--- config.mk ---
export PLATFORM = sky130hd
export DESIGN_NAME = bus_dma
export DESIGN_NICKNAME = d
export VERILOG_FILES = /design/src/rtl/bus_dma_pkg.sv /design/src/rtl/bus_dma_regfile.sv /design/src/rtl/bus_dma.sv
export SDC_FILE = /design/constraint.sdc
export NUM_CORES = 1
export LEC_CHECK = 0
export CAP_MARGIN = 10
export CORE_ASPECT_RATIO = 1.4
export CORE_MARGIN = 3
export CORE_UTILIZATION = 55
export DETAILED_ROUTE_END_ITERATION = 12
export PLACE_DENSITY = 0.87
export SYNTH_ARGS = -nofsm -noshare
export SYNTH_HDL_FRONTEND = slang
export SYNTH_SLANG_ARGS = --single-unit
--- constraint.sdc ---
create_clock -name clk -period 8.8 [get_ports clk]
set_clock_uncertainty 0.05 [all_clocks]
set_input_delay 0.88 -clock clk [delete_from_list [all_inputs] [get_ports clk]]
set_output_delay 0.88 -clock clk [all_outputs]
set_load 0.005 [all_outputs]
--- src/rtl/bus_dma_pkg.sv ---
// Shared constants and types for the bus_dma copy engine.
// The optional fill mode is enabled by defining BUS_DMA_FILL_EN.
package bus_dma_pkg;

    localparam logic [3:0] REG_SRC  = 4'h0;
    localparam logic [3:0] REG_DST  = 4'h4;
    localparam logic [3:0] REG_LEN  = 4'h8;
    localparam logic [3:0] REG_CTRL = 4'hC;

    // CTRL write bits and STAT read bits share positions where they overlap
    localparam int CTRL_START    = 0;
    localparam int CTRL_CLR_DONE = 1;
    localparam int CTRL_FILL     = 2;
    localparam int CTRL_IRQ_EN   = 3;
    localparam int STAT_BUSY     = 0;
    localparam int STAT_DONE     = 1;

    typedef enum logic [1:0] {IDLE, RD, WR, STEP} dma_state_t;

    function automatic logic [31:0] apply_wmask(input logic [31:0] old_v,
                                                input logic [31:0] new_v,
                                                input logic [3:0]  mask);
        logic [31:0] r;
        for (int b = 0; b < 4; b++) begin
            r[8*b +: 8] = mask[b] ? new_v[8*b +: 8] : old_v[8*b +: 8];
        end
        return r;
    endfunction

endpackage

--- src/rtl/bus_dma_regfile.sv ---
// Responder side of bus_dma: window decode, SRC/DST/LEN/CTRL registers,
// s_done/s_rdata generation and START/CLR_DONE pulses (FILL bit under BUS_DMA_FILL_EN).
module bus_dma_regfile
    import bus_dma_pkg::*;
#(
    parameter logic [31:0] BASE_ADDR = 32'h0001_0000
) (
    input  logic        clk,
    input  logic        rst,
    input  logic [31:0] s_addr_i,
    input  logic [31:0] s_wdata_i,
    input  logic [3:0]  s_wmask_i,
    input  logic        s_wen_i,
    input  logic        s_ren_i,
    output logic [31:0] s_rdata_o,
    output logic        s_done_o,
    output logic        s_active_o,
    input  logic        busy_i,
    input  logic        done_i,
    output logic [31:0] src_o,
    output logic [31:0] dst_o,
    output logic [15:0] len_o,
    output logic        irq_en_o,
    output logic        fill_o,
    output logic        start_o,
    output logic        clr_done_o
);

    logic        served_q;
    logic        s_done_q;
    logic [31:0] s_rdata_q;
    logic [31:0] src_q;
    logic [31:0] dst_q;
    logic [15:0] len_q;
    logic        irq_en_q;
    logic        fill_q;
    logic        req;
    logic        take;
    logic        ctrl_wr;
    logic        cfg_wr;
    logic [3:0]  off;
    logic [31:0] rd_val;
    logic [31:0] wr_val;
    logic        unused_addr;

    assign req         = s_wen_i | s_ren_i;
    assign s_active_o  = (s_addr_i[31:4] == BASE_ADDR[31:4]);
    // served_q blocks a held request from being taken twice
    assign take        = req & s_active_o & ~served_q;
    assign off         = {s_addr_i[3:2], 2'b00};
    assign unused_addr = ^s_addr_i[1:0];
    assign ctrl_wr     = take & s_wen_i & (off == REG_CTRL) & s_wmask_i[0];
    assign cfg_wr      = take & s_wen_i & ~busy_i;
    assign start_o     = ctrl_wr & s_wdata_i[CTRL_START] & ~busy_i;
    assign clr_done_o  = ctrl_wr & s_wdata_i[CTRL_CLR_DONE];

    always_comb begin
        rd_val = '0;
        wr_val = '0;
        case (off)
            REG_SRC: begin
                rd_val = src_q;
                wr_val = apply_wmask(src_q, s_wdata_i, s_wmask_i);
            end
            REG_DST: begin
                rd_val = dst_q;
                wr_val = apply_wmask(dst_q, s_wdata_i, s_wmask_i);
            end
            REG_LEN: begin
                rd_val = {16'h0, len_q};
                wr_val = apply_wmask({16'h0, len_q}, s_wdata_i, s_wmask_i);
            end
            default: begin
                rd_val[STAT_BUSY]   = busy_i;
                rd_val[STAT_DONE]   = done_i;
                rd_val[CTRL_FILL]   = fill_q;
                rd_val[CTRL_IRQ_EN] = irq_en_q;
            end
        endcase
    end

    always_ff @(posedge clk or posedge rst) begin
        if (rst) begin
            served_q  <= 1'b0;
            s_done_q  <= 1'b0;
            s_rdata_q <= '0;
            src_q     <= '0;
            dst_q     <= '0;
            len_q     <= '0;
            irq_en_q  <= 1'b0;
        end else begin
            s_done_q  <= take;
            s_rdata_q <= (take & s_ren_i) ? rd_val : '0;
            served_q  <= take | (served_q & req);
            if (cfg_wr) begin
                case (off)
                    REG_SRC: src_q <= {wr_val[31:2], 2'b00};
                    REG_DST: dst_q <= {wr_val[31:2], 2'b00};
                    REG_LEN: len_q <= wr_val[15:0];
                    default: ;
                endcase
            end
            if (ctrl_wr) irq_en_q <= s_wdata_i[CTRL_IRQ_EN];
        end
    end

`ifdef BUS_DMA_FILL_EN
    always_ff @(posedge clk or posedge rst) begin
        if (rst)          fill_q <= 1'b0;
        else if (ctrl_wr) fill_q <= s_wdata_i[CTRL_FILL];
    end
`else
    assign fill_q = 1'b0;
`endif

    assign s_done_o  = s_done_q;
    assign s_rdata_o = s_rdata_q;
    assign src_o     = src_q;
    assign dst_o     = dst_q;
    assign len_o     = len_q;
    assign irq_en_o  = irq_en_q;
    assign fill_o    = fill_q;

endmodule

--- src/rtl/bus_dma.sv ---
// Memory-to-memory word copy engine: register responder plus bus initiator FSM.
// Define BUS_DMA_FILL_EN to enable pattern-fill mode (CTRL bit2).
module bus_dma
    import bus_dma_pkg::*;
#(
    parameter logic [31:0] BASE_ADDR = 32'h0001_0000
) (
    input  logic        clk,
    input  logic        rst,
    input  logic [31:0] s_addr,
    input  logic [31:0] s_wdata,
    input  logic [3:0]  s_wmask,
    input  logic        s_wen,
    input  logic        s_ren,
    output logic [31:0] s_rdata,
    output logic        s_done,
    output logic        s_active,
    output logic [31:0] m_addr,
    output logic [31:0] m_wdata,
    output logic [3:0]  m_wmask,
    output logic        m_wen,
    output logic        m_ren,
    input  logic [31:0] m_rdata,
    input  logic        m_done,
    output logic        irq
);

    dma_state_t  state_q;
    logic [31:0] cur_src_q;
    logic [31:0] cur_dst_q;
    logic [15:0] cnt_q;
    logic        busy_q;
    logic        done_q;
    logic        fill_run_q;
    logic        m_ren_q;
    logic        m_wen_q;
    logic [31:0] m_addr_q;
    logic [31:0] m_wdata_q;

    logic [31:0] src;
    logic [31:0] dst;
    logic [15:0] len;
    logic        irq_en;
    logic        fill;
    logic        start;
    logic        clr_done;

    bus_dma_regfile #(.BASE_ADDR(BASE_ADDR)) u_regfile (
        .clk        (clk),
        .rst        (rst),
        .s_addr_i   (s_addr),
        .s_wdata_i  (s_wdata),
        .s_wmask_i  (s_wmask),
        .s_wen_i    (s_wen),
        .s_ren_i    (s_ren),
        .s_rdata_o  (s_rdata),
        .s_done_o   (s_done),
        .s_active_o (s_active),
        .busy_i     (busy_q),
        .done_i     (done_q),
        .src_o      (src),
        .dst_o      (dst),
        .len_o      (len),
        .irq_en_o   (irq_en),
        .fill_o     (fill),
        .start_o    (start),
        .clr_done_o (clr_done)
    );

    always_ff @(posedge clk or posedge rst) begin
        if (rst) begin
            state_q    <= IDLE;
            cur_src_q  <= '0;
            cur_dst_q  <= '0;
            cnt_q      <= '0;
            busy_q     <= 1'b0;
            done_q     <= 1'b0;
            fill_run_q <= 1'b0;
            m_ren_q    <= 1'b0;
            m_wen_q    <= 1'b0;
            m_addr_q   <= '0;
            m_wdata_q  <= '0;
        end else begin
            if (clr_done) done_q <= 1'b0;
            case (state_q)
                IDLE: begin
                    if (start) begin
                        if (len == 16'd0) begin
                            done_q <= 1'b1;
                        end else begin
                            done_q     <= 1'b0;
                            busy_q     <= 1'b1;
                            cur_src_q  <= src;
                            cur_dst_q  <= dst;
                            cnt_q      <= len;
                            fill_run_q <= fill;
                            if (fill) begin
                                state_q   <= WR;
                                m_wen_q   <= 1'b1;
                                m_addr_q  <= dst;
                                m_wdata_q <= src;
                            end else begin
                                state_q  <= RD;
                                m_ren_q  <= 1'b1;
                                m_addr_q <= src;
                            end
                        end
                    end
                end
                RD: begin
                    if (m_done) begin
                        // m_wdata_q doubles as the latched read word
                        state_q   <= WR;
                        m_ren_q   <= 1'b0;
                        m_wen_q   <= 1'b1;
                        m_addr_q  <= cur_dst_q;
                        m_wdata_q <= m_rdata;
                    end
                end
                WR: begin
                    if (m_done) begin
                        state_q <= STEP;
                        m_wen_q <= 1'b0;
                    end
                end
                STEP: begin
                    cur_src_q <= cur_src_q + 32'd4;
                    cur_dst_q <= cur_dst_q + 32'd4;
                    cnt_q     <= cnt_q - 16'd1;
                    if (cnt_q == 16'd1) begin
                        state_q <= IDLE;
                        busy_q  <= 1'b0;
                        done_q  <= 1'b1;
                    end else if (fill_run_q) begin
                        state_q  <= WR;
                        m_wen_q  <= 1'b1;
                        m_addr_q <= cur_dst_q + 32'd4;
                    end else begin
                        state_q  <= RD;
                        m_ren_q  <= 1'b1;
                        m_addr_q <= cur_src_q + 32'd4;
                    end
                end
                default: state_q <= IDLE;
            endcase
        end
    end

    assign m_addr  = m_addr_q;
    assign m_wdata = m_wdata_q;
    assign m_wmask = 4'hF;
    assign m_wen   = m_wen_q;
    assign m_ren   = m_ren_q;
    assign irq     = done_q & irq_en;

endmodule

======== Word-level counts from Yosys, hierarchy flattened ========
Cells that the tools add are included.
operators by class
  add/sub/neg operators ................... 3
  multiply operators ...................... 0
  divide/modulo/power cells ............... 0
  order comparisons ....................... 0
  equality and inequality tests ........... 15
  shifts and indexed selects .............. 0
  muxes and demuxes ....................... 48
  bitwise logic cells ..................... 18
  reduce and logical (&&, ||, !) cells .... 15
operators by type and width
  kind                                                                     number
  32-bit two-way mux                                                       7
  32-bit one-hot mux with 2 select lines                                   3
  8-bit two-way mux                                                        12
  32-bit one-hot mux with 3 select lines                                   1
  28-bit one-hot mux with 3 select lines                                   1
  32-bit by 3-bit adder with 32-bit output, second input constant          2
  16-bit two-way mux                                                       2
  16-bit one-hot mux with 2 select lines                                   1
  28-bit by 13-bit equality test with 1-bit output, second input constant  1
  16-bit by 1-bit equality test with 1-bit output, second input constant   1
  16-bit logical NOT                                                       1
  16-bit by 1-bit subtractor with 16-bit output, second input constant     1
  2-bit inequality test, second input constant                             7
  1-bit bitwise AND                                                        12
  4-bit one-hot mux with 3 select lines                                    1
  1-bit two-way mux                                                        11
  5-bit AND reduction                                                      2
  2-bit equality test, second input constant                               4
  2-bit two-way mux                                                        4
  2-bit one-hot mux with 4 select lines                                    1
  2-bit AND reduction                                                      4
  4-bit AND reduction                                                      2
  1-bit one-hot mux with 2 select lines                                    3
  3-bit AND reduction                                                      2
  8 further kinds                                                          13
word-level totals
  flip-flop bits (word level) ............. 261
  bits in latches ......................... 0
  memory bits (writable) .................. 0
  bits in read-only memories .............. 0
  input bits .............................. 105
  output and inout port bits .............. 105
  word-level logic and storage cells ...... 117
  memories ................................ 0

======== Longest topological paths before layout ========
  depth in word-level cells ............... 10
  depth in mapped cells ................... 9
  mapped depth without buffers ............ 7

======== By module ========
Synthesis repeated with hierarchy kept, for this count alone.
unflattened totals
  cells, all modules ...................... 1,684
  area, all modules ....................... 15,125.8 sq um
modules (own cells, without submodules)
  module           times used  cells an instance  area an instance (sq um)  seq. area each (sq um)
  bus_dma          1           1,230              9,983.3                   3,778.6
  bus_dma_regfile  1           454                5,142.4                   2,777.7

======== Worst setup path after synthesis ========
No wires, ideal clock.
  path kind ............................... in2reg
  from .................................... in s_addr[14]
  to ...................................... reg u_regfile.len_q[10], in the netlist u_regfile.len_o[10]
  arrival time ............................ 2,428 ps
  required time ........................... 8,623 ps
  slack ................................... 6,194 ps
  cell stages on the path ................. 6
  buffers on the path ..................... 1
  path through ............................ nor4b_4 > nand4_4 > nor3_4 > nand4b_4 > buf_6 > mux2_1
between the ends
  cells in the longest elaborated chain, start to end .. 6
ends and longest elaborated chain
  item                                              line                   text
  from (decl)                                       bus_dma.sv:10          input logic [31:0] s_addr,
  28-bit by 13-bit equality test with 1-bit output  bus_dma_regfile.sv:47  assign s_active_o = (s_addr_i[31:4] == BASE_ADDR[31:4]);
  1-bit bitwise AND (2 in a row)                    bus_dma_regfile.sv:49  assign take = req & s_active_o & ~served_q;
  1-bit bitwise AND (2 in a row)                    bus_dma_regfile.sv:53  assign cfg_wr = take & s_wen_i & ~busy_i;
  2-bit AND reduction (no source line)              n/a
  to (signal assigned)                              bus_dma_regfile.sv:99  REG_LEN: len_q <= wr_val[15:0];
  to (decl)                                         bus_dma_regfile.sv:34  logic [15:0] len_q;
No other way between the ends.
A chain may end at the register's enable or synchronous reset.

======== Worst setup path in the final report ========
  from .................................... reg state_q[1]
  to ...................................... reg m_addr_q[28], in the netlist m_addr[28]
between the ends
  cells in the longest elaborated chain, start to end .. 3
  elaborated cells on any way between the ends .. 10
ends and longest elaborated chain
  item                                                                          line            text
  from (decl)                                                                   bus_dma.sv:28   dma_state_t state_q;
  from (signal assigned)                                                        bus_dma.sv:72   state_q <= IDLE;
  from (signal assigned)                                                        bus_dma.sv:98   state_q <= WR;
  from (signal assigned)                                                        bus_dma.sv:103  state_q <= RD;
  2-bit equality test (tied with other cells)                                   bus_dma.sv:85   case (state_q)
  2-bit inequality test (no source line) or 3-bit nonzero test (tied branches)  n/a
  5-bit AND reduction (no source line)                                          n/a
  to (signal assigned)                                                          bus_dma.sv:100  m_addr_q <= dst;
  to (signal assigned)                                                          bus_dma.sv:105  m_addr_q <= src;
  to (signal assigned)                                                          bus_dma.sv:116  m_addr_q <= cur_dst_q;
  to (decl)                                                                     bus_dma.sv:37   logic [31:0] m_addr_q;
Parallel ways exist; a longest one is shown, timed or not.

==> run_results.csv <==
group,metric,value,unit
route,first_iter_violations,1272,
worst_setup_path,crit_path_start_kind,"flip-flop",
status,status,"finished, final reports clean",
clocking,ctsResizeCount,0,
floorplanning,die_h,192,um
route,via_count,11997,
yosys,synth_edf_count,0,
grt,grt_pass1_vias,12162,
floorplanning,coreArea,24100,sq um
yosys,ys_seq_elements,255,
yosys,ys.flop_type,"dfrtp_1",
placement,dp_hpwl,26100,um
clocking,clk_latency,0.54,ns
layout,num-nets-final,1643,
clocking,clock-sinks,255,
timing,rsz0062_at_grt,"false",
timing,finalCritPeriodShare,0.430,
run,cap_violations,0,
timing,fmaxAchievable,264,MHz
yosys,syn_inst,1380,
timing,worst_pin_slew,1.19,ns
worst_setup_path,critPathMaxFanout,93,
yosys,synth.distinct_cells,74,
layout,area.sequential,6380,sq um
layout,antenna_cells,0,
grt,track_usage,0.279,
route,routedWlPerCell,20.8,um
grt,grt_max_degree,120,
grt,grt_overflow,0,
pwr,p_total,4.78,mW
timing,tns,0,ns
worst_hold_path,hp-class,"flip-flop to flip-flop",
clocking,htreeDepth,1,
worst_setup_path,cp_slowest_cell,"ha_4",
route,drtPass1Iterations,6,
floorplanning,rows,67,
timing,fin_crit,3.79,ns
route,dr.max_layer_used,"met4",
clocking,cts_tree,"done",
route,dr_wl_met3,2170,um
yosys,async_flop_share,1.00,
placement,place_area,15700,sq um
layout,multi_input_area,6710,sq um
clocking,numCtsBuffers,27,
floorplanning,ios,210,
grt,grt_pass1_wl,61000,um
clocking,clockBufferDepth,3,
yosys,ys_seq_area_frac,0.468,
timing,hold_slack,0.438,ns
clocking,post-cts-setup-buffers,0,
route,drc,0,
yosys,postSynthAreaPerCell,9.88,sq um
yosys,syn_area,13600,sq um
placement,finalWeightedCongestion,0.913,
worst_setup_path,worst-setup-path-type,"flip-flop to flip-flop",
floorplanning,design.die.area,26700,sq um
clocking,root_buffer,"clkbuf_16",
timing,hold_viol,0,
layout,final_util,0.688,
route,routed_wl,38600,um
floorplanning,fp.dieW,139,um
pwr,peakVddDrop,0.000659,V
pwr,power_leakage,7.23,nW
timing,slew_headroom,0.197,
floorplanning,start_util,0.565,
worst_setup_path,slowest_delay,0.81,ns
worst_setup_path,worstPathRequired,9.16,ns
worst_setup_path,arrival,4.14,ns
layout,area_growth_syn_to_layout,21.9,%
route,wl_met1,13300,um
clocking,clk_pin_slew,0.06,ns
timing,setup_viol,0,
layout,drive_above_1_share,0.110,
route,wl_met2,19800,um
worst_setup_path,path_cells,"ha_4, clkinv_1, buf_4, or4_1, nand3_2, mux2_2",
route,viasPerCell,6.48,
worst_setup_path,endpoint_kind,"flip-flop",
pwr,power.density,288,nW/um^2
layout,final_cell_area,16600,sq um
placement,place.port_buffers,201,
grt,antenna_found_initial,0,
clocking,cts_hold_repair.buffers,0,
yosys,yosysWarnings,0,
timing,maxSlewViolCount,0,
layout,nFillCells,1799,
route,ant_nets,0,
layout make-up:
class	count	share of cell area
Clock buffer	34	0.0440
Clock inverter	14	0.0123
Inverter	19	0.00474
Multi-Input combinational cell	1004	0.404
Sequential cell	255	0.384
Tap cell	310	0.0233
Timing Repair Buffer	216	0.128
stage by stage:
stage	setup slack [ns]	instances
after global placement	4.92	1804
after CTS	5.00	1852
final	5.01	1852
after global routing	4.75	1852
after detailed placement	4.85	1804
after floorplan	0.857	1384
registers in the layout (all words and copies together) (netlist names), 2 cells and up:
signal	flops
cnt_q	16
cur_dst_q	30
cur_src_q	30
m_addr	30
m_wdata	32
state_q	2
u_regfile.dst_o	30
u_regfile.len_o	16
u_regfile.s_rdata_o	32
u_regfile.src_o	30
cell usage in the layout (no fill, tap or decap), types with 15 or more instances in the layout:
cell             instances
o21ai_0                 86
clkdlybuf4s50_1        201
dfrtp_1                255
a21oi_1                128
nand4_1                 25
nor4_1                  24
a22oi_1                 43
nand3_1                 48
a211o_1                 15
nor2_1                 100
inv_1                   17
clkbuf_16               27
mux2_1                  52
mux2_2                  77
a2bb2oi_1               15
o22ai_1                 18
nand2_1                153
buf_4                   15
power breakdown:
group          leakage [nW]  internal (mW)  switching, mW
registers              3.38           1.44          0.249
clock network         0.462          0.734          0.478
logic                  3.39          0.839           1.04
cell usage after synthesis, types with 15 or more instances:
library cell    n  area (sq um)
dfrtp_1       255          6380
nand2_1       153           574
a21oi_1       128           641
nor2_1        100           375
o21ai_0        86           430
mux2_2         77           867
clkbuf_1       54           203
mux2_1         52           586
nand3_1        48           240
a22oi_1        43           323
nand4_1        25           156
nor4_1         24           150
buf_2          20           100
inv_1          19          71.3
o22ai_1        18           113
a211o_1        15           131
a2bb2oi_1      15           131
ha_1           15           188
path summary, 6_finish.rpt:
| path | start | endpoint | slack, ns | depth (start not counted) |
|---|---|---|---|---|
| max in group asynchronous | rst | m_addr[27]$_DFFE_PP0P_ | 6.38 | 3 |
| min | m_addr[27]$_DFFE_PP0P_ | m_addr[27]$_DFFE_PP0P_ | 0.44 | 1 |
| max reg2reg | state_q[1]$_DFFE_PP0P_ | m_addr[28]$_DFFE_PP0P_ | 5.01 | 6 |
| max | state_q[1]$_DFFE_PP0P_ | m_addr[28]$_DFFE_PP0P_ | 5.01 | 6 |
| min reg2reg | m_addr[27]$_DFFE_PP0P_ | m_addr[27]$_DFFE_PP0P_ | 0.44 | 1 |
| min in group asynchronous | rst | cur_dst_q[30]$_DFFE_PP0P_ | 0.82 | 2 |
logic make-up (layout without fill, tap and decap cells):
logic type	Yosys count	count (layout)	share of synthesized area
AOI/OAI and AO/OA	390	390	0.180
muxes	145	145	0.122
other	2	6	0.000551
and+or+nand+nor	435	435	0.164
adders and majority gates	15	15	0.0138
xor gates and xnor gates	13	13	0.00835
buffers and inverters	125	283	0.0429
DFF	255	255	0.468
per-layer routing:
metal,track usage,vias to the layer above
li1,-,5349
met2,0.499,635
met4,0.200,0
met1,0.307,5841
met5,0,-
met3,0.0350,172
worst max-delay path, delay by kind of cell, from the launching register on:
| kind | cells | cell delay, ns |
|---|---|---|
| flip-flops | 1 | 0.47 |
| adder cells (fa/ha/maj) | 1 | 0.81 |
| buffers and inverters | 2 | 0.55 |
| AND/OR/NAND/NOR | 2 | 1.31 |
| multiplexers | 1 | 0.41 |
No activity file was read; power rests on OpenSTA's default activity.
